$ cat src/rtl/pwm_pkg.sv
// Shared constants for the multi-channel PWM engine: compare modes,
// default widths and the packed channel-config width.
package pwm_pkg;

    localparam logic [1:0] PWM_LEFT  = 2'b00;
    localparam logic [1:0] PWM_RIGHT = 2'b01;
    localparam logic [1:0] PWM_WIN   = 2'b10;
    localparam logic [1:0] PWM_NWIN  = 2'b11;

    localparam int DEF_CHANNELS = 4;
    localparam int DEF_CNT_W    = 16;
    localparam int DEF_PRESC_W  = 8;

    // Packed config layout: {mode[1:0], inv, cmp1, cmp2}
    function automatic int cfg_width(input int cnt_w);
        return 3 + 2 * cnt_w;
    endfunction

endpackage

$ cat src/rtl/pwm_channel.sv
// One PWM compare channel: shadow/active config pair, pending flag and a
// registered output computed from the shared counter value.
module pwm_channel
    import pwm_pkg::*;
#(
    parameter int CNT_W = DEF_CNT_W
) (
    input  logic             clk,
    input  logic             rst_n,
    input  logic             wr_en_i,
    input  logic             load_en_i,
    input  logic             run_i,
    input  logic [CNT_W-1:0] count_i,
    input  logic [1:0]       mode_i,
    input  logic             inv_i,
    input  logic [CNT_W-1:0] cmp1_i,
    input  logic [CNT_W-1:0] cmp2_i,
    output logic             pending_o,
    output logic             pwm_o
);

    localparam int CFG_W = cfg_width(CNT_W);

    logic [CFG_W-1:0] shadow_q, shadow_d;
    logic [CFG_W-1:0] active_q, active_d;
    logic             pending_q, pending_d;
    logic             pwm_q, pwm_d;

    logic [1:0]       act_mode;
    logic             act_inv;
    logic [CNT_W-1:0] act_cmp1, act_cmp2;
    logic             in_win;
    logic             raw;

    assign {act_mode, act_inv, act_cmp1, act_cmp2} = active_q;

    // A write landing on the load edge leaves the old shadow to be loaded
    // and keeps the new value pending for the following load.
    always_comb begin
        shadow_d  = shadow_q;
        active_d  = active_q;
        pending_d = pending_q;
        if (load_en_i && pending_q) begin
            active_d  = shadow_q;
            pending_d = 1'b0;
        end
        if (wr_en_i) begin
            shadow_d  = {mode_i, inv_i, cmp1_i, cmp2_i};
            pending_d = 1'b1;
        end
    end

    always_comb begin
        in_win = (count_i >= act_cmp1) && (count_i < act_cmp2);
        raw    = 1'b0;
        case (act_mode)
            PWM_LEFT:  raw = count_i < act_cmp1;
            PWM_RIGHT: raw = count_i >= act_cmp1;
            PWM_WIN:   raw = in_win;
            PWM_NWIN:  raw = !in_win;
            default:   raw = 1'b0;
        endcase
        pwm_d = run_i ? (raw ^ act_inv) : act_inv;
    end

    always_ff @(posedge clk or negedge rst_n) begin
        if (!rst_n) begin
            shadow_q  <= '0;
            active_q  <= '0;
            pending_q <= 1'b0;
            pwm_q     <= 1'b0;
        end else begin
            shadow_q  <= shadow_d;
            active_q  <= active_d;
            pending_q <= pending_d;
            pwm_q     <= pwm_d;
        end
    end

    assign pending_o = pending_q;
    assign pwm_o     = pwm_q;

endmodule

$ cat src/rtl/pwm_multi_gen.sv
// Multi-channel PWM engine: shared prescaler and period counter driving
// CHANNELS double-buffered compare channels.
module pwm_multi_gen
    import pwm_pkg::*;
#(
    parameter  int CHANNELS = DEF_CHANNELS,
    parameter  int CNT_W    = DEF_CNT_W,
    parameter  int PRESC_W  = DEF_PRESC_W,
    localparam int CH_W     = (CHANNELS > 1) ? $clog2(CHANNELS) : 1
) (
    input  logic                clk,
    input  logic                rst_n,
    input  logic                pwm_en,
    input  logic                cnt_clr,
    input  logic [CNT_W-1:0]    period,
    input  logic [PRESC_W-1:0]  prescale,
    input  logic                cfg_wr,
    input  logic [CH_W-1:0]     cfg_ch,
    input  logic [1:0]          cfg_mode,
    input  logic                cfg_inv,
    input  logic [CNT_W-1:0]    cfg_cmp1,
    input  logic [CNT_W-1:0]    cfg_cmp2,
    output logic [CNT_W-1:0]    count_val,
    output logic                period_done,
    output logic [CHANNELS-1:0] cfg_pending,
    output logic [CHANNELS-1:0] pwm_out
);

    logic [PRESC_W-1:0] presc_q, presc_d;
    logic [CNT_W-1:0]   cnt_q, cnt_d;
    logic               done_q;
    logic               tick;
    logic               wrap;
    logic               load_en;

    assign tick = (presc_q == prescale) && pwm_en;

    // Rolling over from all-ones counts as a wrap so a period lowered
    // below the running count still produces a clean period boundary.
    assign wrap    = tick && !cnt_clr && ((cnt_q == period) || (cnt_q == {CNT_W{1'b1}}));
    assign load_en = wrap || !pwm_en;

    always_comb begin
        presc_d = presc_q;
        cnt_d   = cnt_q;
        if (cnt_clr) begin
            presc_d = '0;
            cnt_d   = '0;
        end else if (tick) begin
            presc_d = '0;
            cnt_d   = (cnt_q == period) ? '0 : cnt_q + CNT_W'(1);
        end else if (pwm_en) begin
            presc_d = presc_q + PRESC_W'(1);
        end
    end

    always_ff @(posedge clk or negedge rst_n) begin
        if (!rst_n) begin
            presc_q <= '0;
            cnt_q   <= '0;
            done_q  <= 1'b0;
        end else begin
            presc_q <= presc_d;
            cnt_q   <= cnt_d;
            done_q  <= wrap;
        end
    end

    assign count_val   = cnt_q;
    assign period_done = done_q;

    for (genvar i = 0; i < CHANNELS; i++) begin : g_ch
        pwm_channel #(
            .CNT_W (CNT_W)
        ) u_ch (
            .clk       (clk),
            .rst_n     (rst_n),
            .wr_en_i   (cfg_wr && (int'(cfg_ch) == i)),
            .load_en_i (load_en),
            .run_i     (pwm_en),
            .count_i   (cnt_q),
            .mode_i    (cfg_mode),
            .inv_i     (cfg_inv),
            .cmp1_i    (cfg_cmp1),
            .cmp2_i    (cfg_cmp2),
            .pending_o (cfg_pending[i]),
            .pwm_o     (pwm_out[i])
        );
    end

endmodule

$ cat config.mk
export PLATFORM = sky130hd
export DESIGN_NAME = pwm_multi_gen
export DESIGN_NICKNAME = d
export VERILOG_FILES = /design/src/rtl/pwm_pkg.sv /design/src/rtl/pwm_channel.sv /design/src/rtl/pwm_multi_gen.sv
export SDC_FILE = /design/constraint.sdc
export NUM_CORES = 1
export LEC_CHECK = 0
export ABC_AREA = 1
export BUFFER_PORTS_ARGS = -buffer_cell sky130_fd_sc_hd__buf_4
export CAP_MARGIN = 40
export CELL_PAD_IN_SITES_DETAIL_PLACEMENT = 1
export CELL_PAD_IN_SITES_GLOBAL_PLACEMENT = 1
export CORE_MARGIN = 3
export CORE_UTILIZATION = 38
export DETAILED_ROUTE_END_ITERATION = 8
export HOLD_SLACK_MARGIN = 0.08
export PLACE_DENSITY = 0.7
export SYNTH_ARGS = -nofsm -noshare
export SYNTH_HDL_FRONTEND = slang
export SYNTH_SLANG_ARGS = --single-unit
$ cat constraint.sdc
create_clock -name clk -period 2.3 [get_ports clk]
set_input_delay 0.23 -clock clk [delete_from_list [all_inputs] [get_ports clk]]
set_output_delay 0.23 -clock clk [all_outputs]
set_load 0.005 [all_outputs]
==> results_dict.tcl, run 1 <==
set metrics [dict create \
    status "finished, violations left" \
    violations "negative setup slack" \
    ys_async_sr_fraction_pct 100 \
    dieArea_um2 45400 \
    crit_fanout 5 \
    drtIter0Drc 779 \
    rsz0062_at_grt "true" \
    start_kind "register" \
    pwr-share-seq_pct 43.9 \
    core_um2 42100 \
    wl_per_cell_um 20.7 \
    grt_max_degree 72 \
    hold_ws_ns 0.0781 \
    nets 2335 \
    antennaDiodeCount 0 \
    p_sw_w 0.00525 \
    synth_seq_cells 313 \
    fin_skew_ns 0.0188 \
    die_w_um 213 \
    synth_compound_area_share_pct 7.43 \
    postPlaceCellArea_um2 18000 \
    clk_path_buf_depth 3 \
    p_sw_share_pct 31.7 \
    dpl_worst_slack_ns -0.140 \
    yosysTopAreaCell "dfrtp_1" \
    synth_mux_area_share_pct 0 \
    p_leak_nw 10.6 \
    num_vias 14100 \
    tns_ns -0.0197 \
    synth_xor_area_share_pct 1.29 \
    synth_most_common_cell "nand2_1" \
    via_per_inst 5.20 \
    power.share.clock_pct 34.3 \
    drtAntennaViolNets 0 \
    syn-cell-area_um2 16300 \
    crit_arrival_ns 2.73 \
    ys_seq_area_share_pct 48.1 \
    grt_usage_pct 24.3 \
    cp.required_ns 2.71 \
    syn_nets 2146 \
    dr.pass1.iters 5 \
    antenna_found_initial 1 \
    rows 75 \
    finalPower_w 0.0166 \
    fin_crit_ns 2.32 \
    fmax_ghz 0.431 \
    synthFlopType "dfrtp_1" \
    area_delta_synth_final_pct 24.8 \
    synth_top_family_by_area "simple AND/OR/NAND/NOR gates" \
    synthTopCellsByCount "624 x nand2_1, 313 x dfrtp_1, 261 x inv_1" \
    synthTopCellsByArea "dfrtp_1 48%, nand2_1 14%, ha_1 9.7%" \
    synth.distinct_cells 38 \
    relSlewSlack_pct 54.5 \
    setup_viol 1 \
    p_int_w 0.0113 \
    hold_violations 0 \
    die-height_um 213 \
    vdd_drop_max_v 0.000509 \
    clock-root-buffer "clkbuf_16" \
    post-dp-hpwl_um 37900 \
    worst_slew_pin_slew_ns 0.682 \
    criticalPathCategory "register to register" \
    hp-class "primary input to register" \
    comb_power_share_pct 21.8 \
    synth_simple_gate_area_share_pct 24.5 \
    synth_top_area_share_pct 48.1 \
    yosysWarnings 0 \
    wl_um 55900 \
    routabilityCongestion 0.838 \
    cts_max_level 2 \
    cts_sinks 313 \
    syn-instance-count 1954 \
    cts_tree "done" \
    slew_viol_final 0 \
    period_share_pct 101 \
    io_buffers 90 \
    cts_inserted_buffers 36 \
    synthAdderAreaFrac_pct 9.68 \
    grt_overflow 0 \
    grt_pass1_vias 15000 \
    drc 0 \
    setup_ws_ns -0.0197 \
    initial_core_util_pct 38.7 \
    finalInstanceArea_um2 20300 \
    power_per_cell_area_nw_per_um2 815 \
    io_pins 91 \
    clk_pin_slew_ns 0.06 \
    drive_gt1_share_pct 17.2 \
    grt_pass1_wl_um 84600 \
    max-cap-violations 0 \
    clock_latency_ns 0.53 \
    synth_edf_count 0 \
    worstSetupEndpointType "register" \
    synth.avg_cell_area_um2 8.34 \
]
## metal layers
metal	GRT usage, %	share of wire (%)	up-vias
met1	32.4	45	7104
met4	7.09	2.6	2
met2	41.6	49	257
met5	0	0.023	-
li1	-	-	6601
met3	3.11	4.1	89
## worst paths after layout
check	startpoint	endpoint	slack, ns	cells past startpoint
setup / recovery	count_val[9]	g_ch[1].u_ch.pwm_o	-0.02	14
hold / removal	cfg_cmp1[4]	g_ch[1].u_ch.shadow_q[20]	0.08	3
min in group asynchronous	rst_n	g_ch[2].u_ch.active_q[3]	0.27	2
hold reg to reg	g_ch[0].u_ch.active_q[15]	g_ch[0].u_ch.active_q[15]	0.47	2
setup reg to reg	count_val[9]	g_ch[1].u_ch.pwm_o	-0.02	14
max in group asynchronous	rst_n	g_ch[3].u_ch.active_q[20]	1.22	4
## stage by stage
stage,std cells,util (%)
finish,2702,48.3
global route,2702,48.3
CTS,2664,46.2
detailed placement,2577,42.8
global placement,2577,42.8
floorplan,1954,-
## repair_timing
item,4_1_cts,5_1_grt
pin swaps,1,45
buffers inserted,0,32
hold endpoints to repair,146,0
endpoints found under the setup margin,4,98
resized for setup,7,92
hold buffers,30,0
gates cloned,0,6
## critical path, cell delays in order, from the launching register on
cell and delay [ns]:
dfrtp_2 0.49, buf_6 0.18, ha_1 0.32, nand2_1 0.06, nand2_1 0.06, nand2_1 0.09
nand2_1 0.08, a21oi_2 0.19, nand4_1 0.20, nand3_2 0.16, nand3_2 0.09, nand3_1 0.11
nand2_1 0.05, nand2_1 0.07, inv_1 0.05
## logic make-up after synthesis
logic type | Yosys count
xor gates and xnor gates | 24
buffers and inverters | 343
and+or+nand+nor | 912
adders and majority gates | 126
AOI/OAI and AO/OA | 236
DFF | 313
## final cells by class
cell class	count	area (µm²)
clock buffers	52	1020
clock inverters	6	108
fillers	4925	21800
inverters	261	983
multi-input cells	1299	7390
flip-flops and latches	313	7850
well taps	539	674
repair buffers	232	2300
## power groups by stage
stage               clock [W]  sequential [W]  combinational (W)
global placement            0         0.00731            0.00308
CTS                   0.00580         0.00727            0.00340
finish                0.00568         0.00728            0.00362
global route          0.00602         0.00740            0.00417
floorplan                   0         0.00709            0.00220
detailed placement          0         0.00734            0.00332
## cell usage in the layout (no fill, tap or decap), types with 13 or more instances in the layout
| master | Yosys | routed |
|---|---|---|
| nand2_1 | 624 | 609 |
| dfrtp_1 | 313 | 302 |
| inv_1 | 261 | 259 |
| o21ai_0 | 160 | 160 |
| buf_4 | 9 | 157 |
| nand3_1 | 152 | 140 |
| ha_1 | 126 | 112 |
| a21oi_1 | 57 | 47 |
| nand3_2 | 32 | 42 |
| clkbuf_16 | 0 | 41 |
| nor2_1 | 48 | 40 |
| dlygate4sd3_1 | 0 | 30 |
| buf_12 | 1 | 24 |
| nand4_1 | 22 | 22 |
| nand2_2 | 5 | 18 |
| ha_4 | 0 | 14 |
| xnor2_1 | 13 | 13 |
## flip-flops by register name, indices dropped and copies added (netlist names)
name                 cells
presc_q                  8
g_ch.u_ch.pending_o      4
g_ch.u_ch.active_q     140
period_done              1
count_val               16
g_ch.u_ch.shadow_q     140
g_ch.u_ch.pwm_o          4
(Power assumes the default switching activity.)
==> inputs of run 2 (changes only) <==
--- a/config.mk
+++ b/config.mk
@@ -6,12 +6,14 @@
 export NUM_CORES = 1
 export LEC_CHECK = 0
 export ABC_AREA = 1
-export BUFFER_PORTS_ARGS = -buffer_cell sky130_fd_sc_hd__buf_4
+export BUFFER_PORTS_ARGS = -buffer_cell sky130_fd_sc_hd__buf_2
 export CAP_MARGIN = 40
 export CELL_PAD_IN_SITES_DETAIL_PLACEMENT = 1
 export CELL_PAD_IN_SITES_GLOBAL_PLACEMENT = 1
+export CORE_ASPECT_RATIO = 1.25
 export CORE_MARGIN = 3
 export CORE_UTILIZATION = 38
+export CTS_CLUSTER_SIZE = 30
 export DETAILED_ROUTE_END_ITERATION = 8
 export HOLD_SLACK_MARGIN = 0.08
 export PLACE_DENSITY = 0.7
==> run 2 against run 1 <==
Effect of this change:
- the run now ends clean
- count of clock-buffer cells in the layout is 3 higher
- via count is 1.2% lower
- hold slack gained 0.018 ns
- maximum frequency grew 3.0%
- die area about the same
- routed wire length fell by 3.6%
- setup slack improved by 0.067 ns
- critical path depth did not move
- core utilization decreased by 1.9 points
- critical path type unchanged
- largest cell class unchanged
- highest routed layer is now met4
==> results_dict.tcl, run 2 (synthesis gave the netlist of run 1 again) <==
set metrics [dict create \
    dr.pass1.iters 5 \
    p_leak_nw 10.3 \
    clk_path_buf_depth 3 \
    grt_usage_pct 23.5 \
    clock_latency_ns 0.53 \
    drc 0 \
    drtIter0Drc 659 \
    hp-start "cfg_mode[0]" \
    relSlewSlack_pct 59.5 \
    critPathBufInv 3 \
    hold_path_depth 3 \
    nets 2298 \
    drtAntennaViolNets 0 \
    worstSetupEndpointType "register" \
    r2r-start "count_val[14]" \
    dpl_worst_slack_ns -0.0808 \
    slew_viol_final 0 \
    io_buffers 90 \
    ff2ff_setup_slack_ns 0.05 \
    finalInstanceArea_um2 19600 \
    post-dp-hpwl_um 35900 \
    fillers 5041 \
    cp.required_ns 2.72 \
    fin_crit_ns 2.25 \
    fin_skew_ns 0.0198 \
    grt_pass1_vias 14900 \
    cts_max_level 2 \
    post-place-cells 2584 \
    crit_fanout 4 \
    rows 84 \
    num_vias 13900 \
    cpMaxStageDelayCell "dfrtp_2" \
    grt_overflow 0 \
    die-height_um 237 \
    setup_viol 0 \
    antenna_found_initial 0 \
    hp-class "primary input to register" \
    critPathTopFamily "simple AND/OR/NAND/NOR gates" \
    status "finished clean" \
    die_w_um 191 \
    criticalPathCategory "register to register" \
    io_pins 91 \
    power_per_cell_area_nw_per_um2 834 \
    regToRegEndpoint "g_ch[1].u_ch.pwm_o" \
    setup_ws_ns 0.0469 \
    drive_gt1_share_pct 14.9 \
    initial_core_util_pct 38.6 \
    postPlaceCellArea_um2 17700 \
    routabilityCongestion 0.843 \
    fmax_ghz 0.444 \
    layout_commonest_cell "nand2_1" \
    cp.depth 14 \
    wl_per_cell_um 20.0 \
    rsz0062_at_grt "true" \
    crit_chain "buf_4, ha_1, nand2_2, inv_1, nand2_1, nand2_1, a21oi_2, nand4_1, a21oi_2, nand2_2, nand3_1, nand2_1, nand2_2, inv_1" \
    worst_path_largest_cell_delay_ns 0.43 \
    worstHoldEndpoint "g_ch[2].u_ch.shadow_q[33]" \
    fin_cells 2690 \
    wl_um 53900 \
    grt_max_degree 72 \
    hold_ws_ns 0.0960 \
    grt_pass1_wl_um 83100 \
    vdd_drop_max_v 0.000461 \
    cts_inserted_buffers 34 \
    period_share_pct 98.0 \
    max-cap-violations 0 \
    start_kind "register" \
    area_delta_synth_final_pct 20.2 \
    clk_pin_slew_ns 0.06 \
    clock-root-buffer "clkbuf_16" \
    final_cell_mix "611 x nand2_1, 302 x dfrtp_1, 261 x inv_1" \
    cts_sinks 313 \
    dieArea_um2 45400 \
    timing.reg2reg.worst_path_depth 14 \
    worst_slew_pin_slew_ns 0.607 \
    core_um2 42300 \
    cts_tree "done" \
    tns_ns 0 \
    hold_violations 0 \
    crit_arrival_ns 2.67 \
    via_per_inst 5.16 \
]
==> run 2: cell count changes in the layout (fill, tap and decap cells not counted), moves of 5 or more <==
cell,previous run,this run
buf_8,6,1
ha_1,112,121
buf_4,157,46
buf_2,0,89
dlygate4sd3_1,30,25
ha_4,14,4
nand3_1,140,145
==> run 2: worst max-delay path by stage <==
stage                        startpoint                         to
after global placement     count_val[9]         g_ch[1].u_ch.pwm_o
after global routing       count_val[3]         g_ch[0].u_ch.pwm_o
after detailed placement   count_val[9]         g_ch[1].u_ch.pwm_o
final                     count_val[14]         g_ch[1].u_ch.pwm_o
after CTS                 count_val[15]         g_ch[1].u_ch.pwm_o
after floorplan            count_val[1]  g_ch[2].u_ch.active_q[34]
==> run 2: final cells by class <==
class	instances	area [µm²]	area share, %
Clock buffer	55	1060	5.43
Timing Repair Buffer	196	1710	8.74
Multi-Input combinational cell	1300	7200	36.8
Inverter	261	980	5.00
Tap cell	559	699	3.57
Clock inverter	5	75.1	0.383
Antenna cell	1	2.50	0.0128
Sequential cell	313	7850	40.1
==> run 2: worst register-to-register path, stage by stage, from the launching register on <==
cell and delay [ns]:
dfrtp_2 0.43, buf_4 0.17, ha_1 0.31, nand2_2 0.10, inv_1 0.05, nand2_1 0.06
nand2_1 0.07, a21oi_2 0.16, nand4_1 0.20, a21oi_2 0.23, nand2_2 0.08, nand3_1 0.07
nand2_1 0.07, nand2_2 0.09, inv_1 0.05
==> run 2: per-stage QoR <==
step                      power [W]  util (%)
after floorplan             0.00930         -
final                        0.0163      46.3
after global routing         0.0174      46.3
after CTS                    0.0163      45.2
after detailed placement     0.0106      41.9
after global placement       0.0103      41.9
==> run 2: power by group <==
group          switching, W  internal (W)
Sequential         0.000706       0.00657
Combinational       0.00217       0.00122
Clock               0.00228       0.00338
Total               0.00515        0.0112
==> run 2: timing repair <==
item,in CTS,in global routing
hold endpoints to repair,236,0
hold buffers,25,0
endpoints found under the setup margin,4,113
gates cloned,0,5
gates resized for setup,7,59
pin swaps,0,16
buffers inserted,0,15
==> run 2: per-layer routing <==
metal | up-vias | part of all wire [%] | track usage [%] | routed length [µm]
li1 | 6531 | - | - | -
met4 | 0 | 3.4 | 7.81 | 1830
met1 | 6997 | 41 | 28.2 | 22000
met2 | 261 | 52 | 43.1 | 27900
met3 | 95 | 4.1 | 3.35 | 2190
met5 | - | 0 | 0 | 0
==> inputs of run 3 (changes only) <==
--- a/config.mk
+++ b/config.mk
@@ -5,7 +5,7 @@
 export SDC_FILE = /design/constraint.sdc
 export NUM_CORES = 1
 export LEC_CHECK = 0
-export ABC_AREA = 1
+export ABC_AREA = 0
 export BUFFER_PORTS_ARGS = -buffer_cell sky130_fd_sc_hd__buf_2
 export CAP_MARGIN = 40
 export CELL_PAD_IN_SITES_DETAIL_PLACEMENT = 1
@@ -16,7 +16,8 @@
 export CTS_CLUSTER_SIZE = 30
 export DETAILED_ROUTE_END_ITERATION = 8
 export HOLD_SLACK_MARGIN = 0.08
-export PLACE_DENSITY = 0.7
+export PLACE_DENSITY = 0.66
+export RECOVER_POWER = 25
 export SYNTH_ARGS = -nofsm -noshare
 export SYNTH_HDL_FRONTEND = slang
 export SYNTH_SLANG_ARGS = --single-unit
==> run 3 against run 2 <==
Effect of this change:
- the flow now finishes with violations (max-capacitance violations, max-slew violations, negative setup slack)
- core utilization grew 3.3 points
- sequential power grew 9.5%
- cell count shrank 21%
- combinational power grew 51%
- total power grew 16%
- clock power grew 3%
- synthesized cell count shrank 36%
- design area grew 5.4%
- global-route usage shrank 2.9 points
- maximum frequency shrank 15%
- hold slack gained 0.14 ns
- non-clock buffer count grew 97
- critical path type unchanged
==> results_dict.tcl, run 3 <==
set metrics [dict create \
    synth.distinct_cells 66 \
    rsz0062_at_grt "true" \
    start_kind "register" \
    clk_pin_slew_ns 0.06 \
    period_share_pct 115 \
    clk_path_buf_depth 3 \
    fmax_ghz 0.378 \
    grt_pass1_wl_um 72500 \
    num_vias 10800 \
    worstSetupEndpointType "register" \
    fillers 4250 \
    cp.required_ns 2.71 \
    dpl_worst_slack_ns -0.365 \
    worstSetupStartpoint "count_val[1]" \
    layout_commonest_cell "dfrtp_1" \
    p_int_w 0.0135 \
    post-place-cells 2000 \
    fin_crit_ns 2.65 \
    power.share.clock_pct 30.8 \
    timing.reg2reg.worst_path_depth 9 \
    ff2ff_setup_slack_ns -0.35 \
    power_per_cell_area_nw_per_um2 917 \
    clock_latency_ns 0.53 \
    setup_viol 144 \
    wl_per_cell_um 21.9 \
    hold_violations 0 \
    io_buffers 90 \
    grt_pass1_vias 12300 \
    violations "max-capacitance violations, max-slew violations, negative setup slack" \
    drtIter0Drc 405 \
    nets 1737 \
    antenna_found_initial 0 \
    dr.pass1.iters 4 \
    syn-instance-count 1260 \
    core_um2 41500 \
    cts_tree "done" \
    status "finished, violations left" \
    synth_edf_count 0 \
    grt_max_degree 64 \
    synthTopCellsByCount "313 x dfrtp_1, 140 x mux2_2, 127 x inv_1" \
    drtAntennaViolNets 0 \
    ys_seq_area_share_pct 48.4 \
    yosysWarnings 0 \
    crit_arrival_ns 3.05 \
    synth_most_common_cell "dfrtp_1" \
    ys_async_sr_fraction_pct 100 \
    synth.avg_cell_area_um2 12.9 \
    via_per_inst 5.12 \
    final_cell_mix "298 x dfrtp_1, 140 x mux2_4, 139 x mux2_2" \
    dieArea_um2 45100 \
    synth_top_area_share_pct 48.4 \
    slew_viol_final 60 \
    endpoint "g_ch[0].u_ch.pwm_o" \
    r2r-start "count_val[1]" \
    relSlewSlack_pct -30.0 \
    io_pins 91 \
    setup_ws_ns -0.345 \
    fin_cells 2117 \
    syn_nets 1452 \
    cts_sinks 313 \
    synthFlopType "dfrtp_1" \
    p_sw_w 0.00538 \
    p_sw_share_pct 28.5 \
    area_delta_synth_final_pct 27.4 \
    cts_inserted_buffers 34 \
    grt_overflow 0 \
    postPlaceCellArea_um2 18500 \
    tns_ns -31.56 \
    clock-root-buffer "clkbuf_16" \
    die-height_um 237 \
    wl_um 46400 \
    pwr-share-seq_pct 42.1 \
    grt_usage_pct 20.6 \
    synthTopCellsByArea "dfrtp_1 48%, mux2_4 11%, ha_1 9.7%" \
    worst_slew_pin_slew_ns 1.95 \
    comb_power_share_pct 27.0 \
    drc 0 \
    antennaDiodeCount 0 \
    die_w_um 191 \
    drive_gt1_share_pct 42.1 \
    cts_max_level 2 \
    synth_seq_cells 313 \
    post-dp-hpwl_um 32800 \
    regToRegEndpoint "g_ch[0].u_ch.pwm_o" \
    fin_skew_ns 0.0138 \
    max-cap-violations 1 \
    hp-class "primary input to register" \
    criticalPathCategory "register to register" \
    initial_core_util_pct 39.0 \
    finalInstanceArea_um2 20600 \
    routabilityCongestion 0.857 \
    yosysTopAreaCell "dfrtp_1" \
    p_leak_nw 10.3 \
    vdd_drop_max_v 0.000491 \
    rows 83 \
    crit_fanout 6 \
    syn-cell-area_um2 16200 \
]
-- run 3: logic make-up (layout without fill, tap and decap cells) --
| family | count (synthesis) | in the layout | synth area share, % |
|---|---|---|---|
| AND/OR/NAND/NOR | 192 | 192 | 6.68 |
| multiplexers | 281 | 281 | 22.3 |
| XOR/XNOR | 39 | 39 | 2.11 |
| buffers and inverters | 171 | 476 | 5.46 |
| AO/OA/AOI/OAI | 138 | 138 | 5.33 |
| flip-flops | 313 | 313 | 48.4 |
| adder cells (fa/ha/maj) | 126 | 126 | 9.74 |
-- run 3: worst min-delay path by stage --
stage / slack [ns] / startpoint / end / depth (start not counted)
final: 0.24 / pwm_en / presc_q[0] / 4
after global routing: 0.27 / pwm_en / presc_q[1] / 4
after CTS: 0.21 / pwm_en / presc_q[0] / 4
after detailed placement: 0.25 / rst_n / g_ch[2].u_ch.active_q[19] / 1
after global placement: 0.26 / rst_n / g_ch[2].u_ch.active_q[22] / 1
after floorplan: -0.07 / rst_n / count_val[0] / 0
-- run 3: worst max-delay path, cell delays in order, from the launching register on --
cell and delay (ns):
dfrtp_2 0.49, ha_4 0.24, nor2b_4 0.12, o211ai_1 0.27, a2111oi_2 0.12, a41o_1 0.25, or4_4 0.43, xor2_1 0.15
a311o_1 0.32, xor2_1 0.14
-- run 3: layout make-up --
type / count / area (µm²) / share of cell area [%]
clock buffer: 49 / 1010 / 4.90
multi-input combinational: 776 / 7990 / 38.7
tap: 552 / 691 / 3.35
sequential: 313 / 7850 / 38.0
clock inverter: 7 / 160 / 0.776
timing repair buffer: 293 / 2450 / 11.9
inverter: 127 / 477 / 2.31
-- run 3: per-layer routing --
layer | part of all wire, % | routed length [µm] | vias up | global-route usage (%)
li1 | - | - | 5013 | -
met1 | 45 | 20700 | 5560 | 26.9
met2 | 49 | 22800 | 191 | 35.7
met3 | 3.5 | 1600 | 79 | 2.84
met4 | 2.8 | 1280 | 0 | 6.03
met5 | 0 | 0 | - | 0
-- run 3: repair_timing --
item	4_1_cts	5_1_grt
buffers inserted	12	12
cloned	0	4
endpoints found under the hold margin	196	0
pin swaps	14	20
hold buffers	37	0
setup endpoints to repair	145	157
gates resized for setup	62	27
-- run 3: metrics by stage --
stage / util [%] / total power [W] / hold slack (ns)
after CTS: 49.1 / 0.0190 / 0.214
after global placement: 44.5 / 0.0125 / 0.255
final: 49.7 / 0.0189 / 0.237
after detailed placement: 44.5 / 0.0128 / 0.249
after floorplan: - / 0.0109 / -0.0656
after global routing: 49.7 / 0.0200 / 0.266
-- run 3: power by group through the flow --
stage	clock [W]	combinational [W]	sequential (W)
global placement	0	0.00455	0.00793
finish	0.00583	0.00512	0.00797
global route	0.00622	0.00563	0.00814
detailed placement	0	0.00475	0.00801
CTS	0.00599	0.00505	0.00796
floorplan	0	0.00326	0.00762
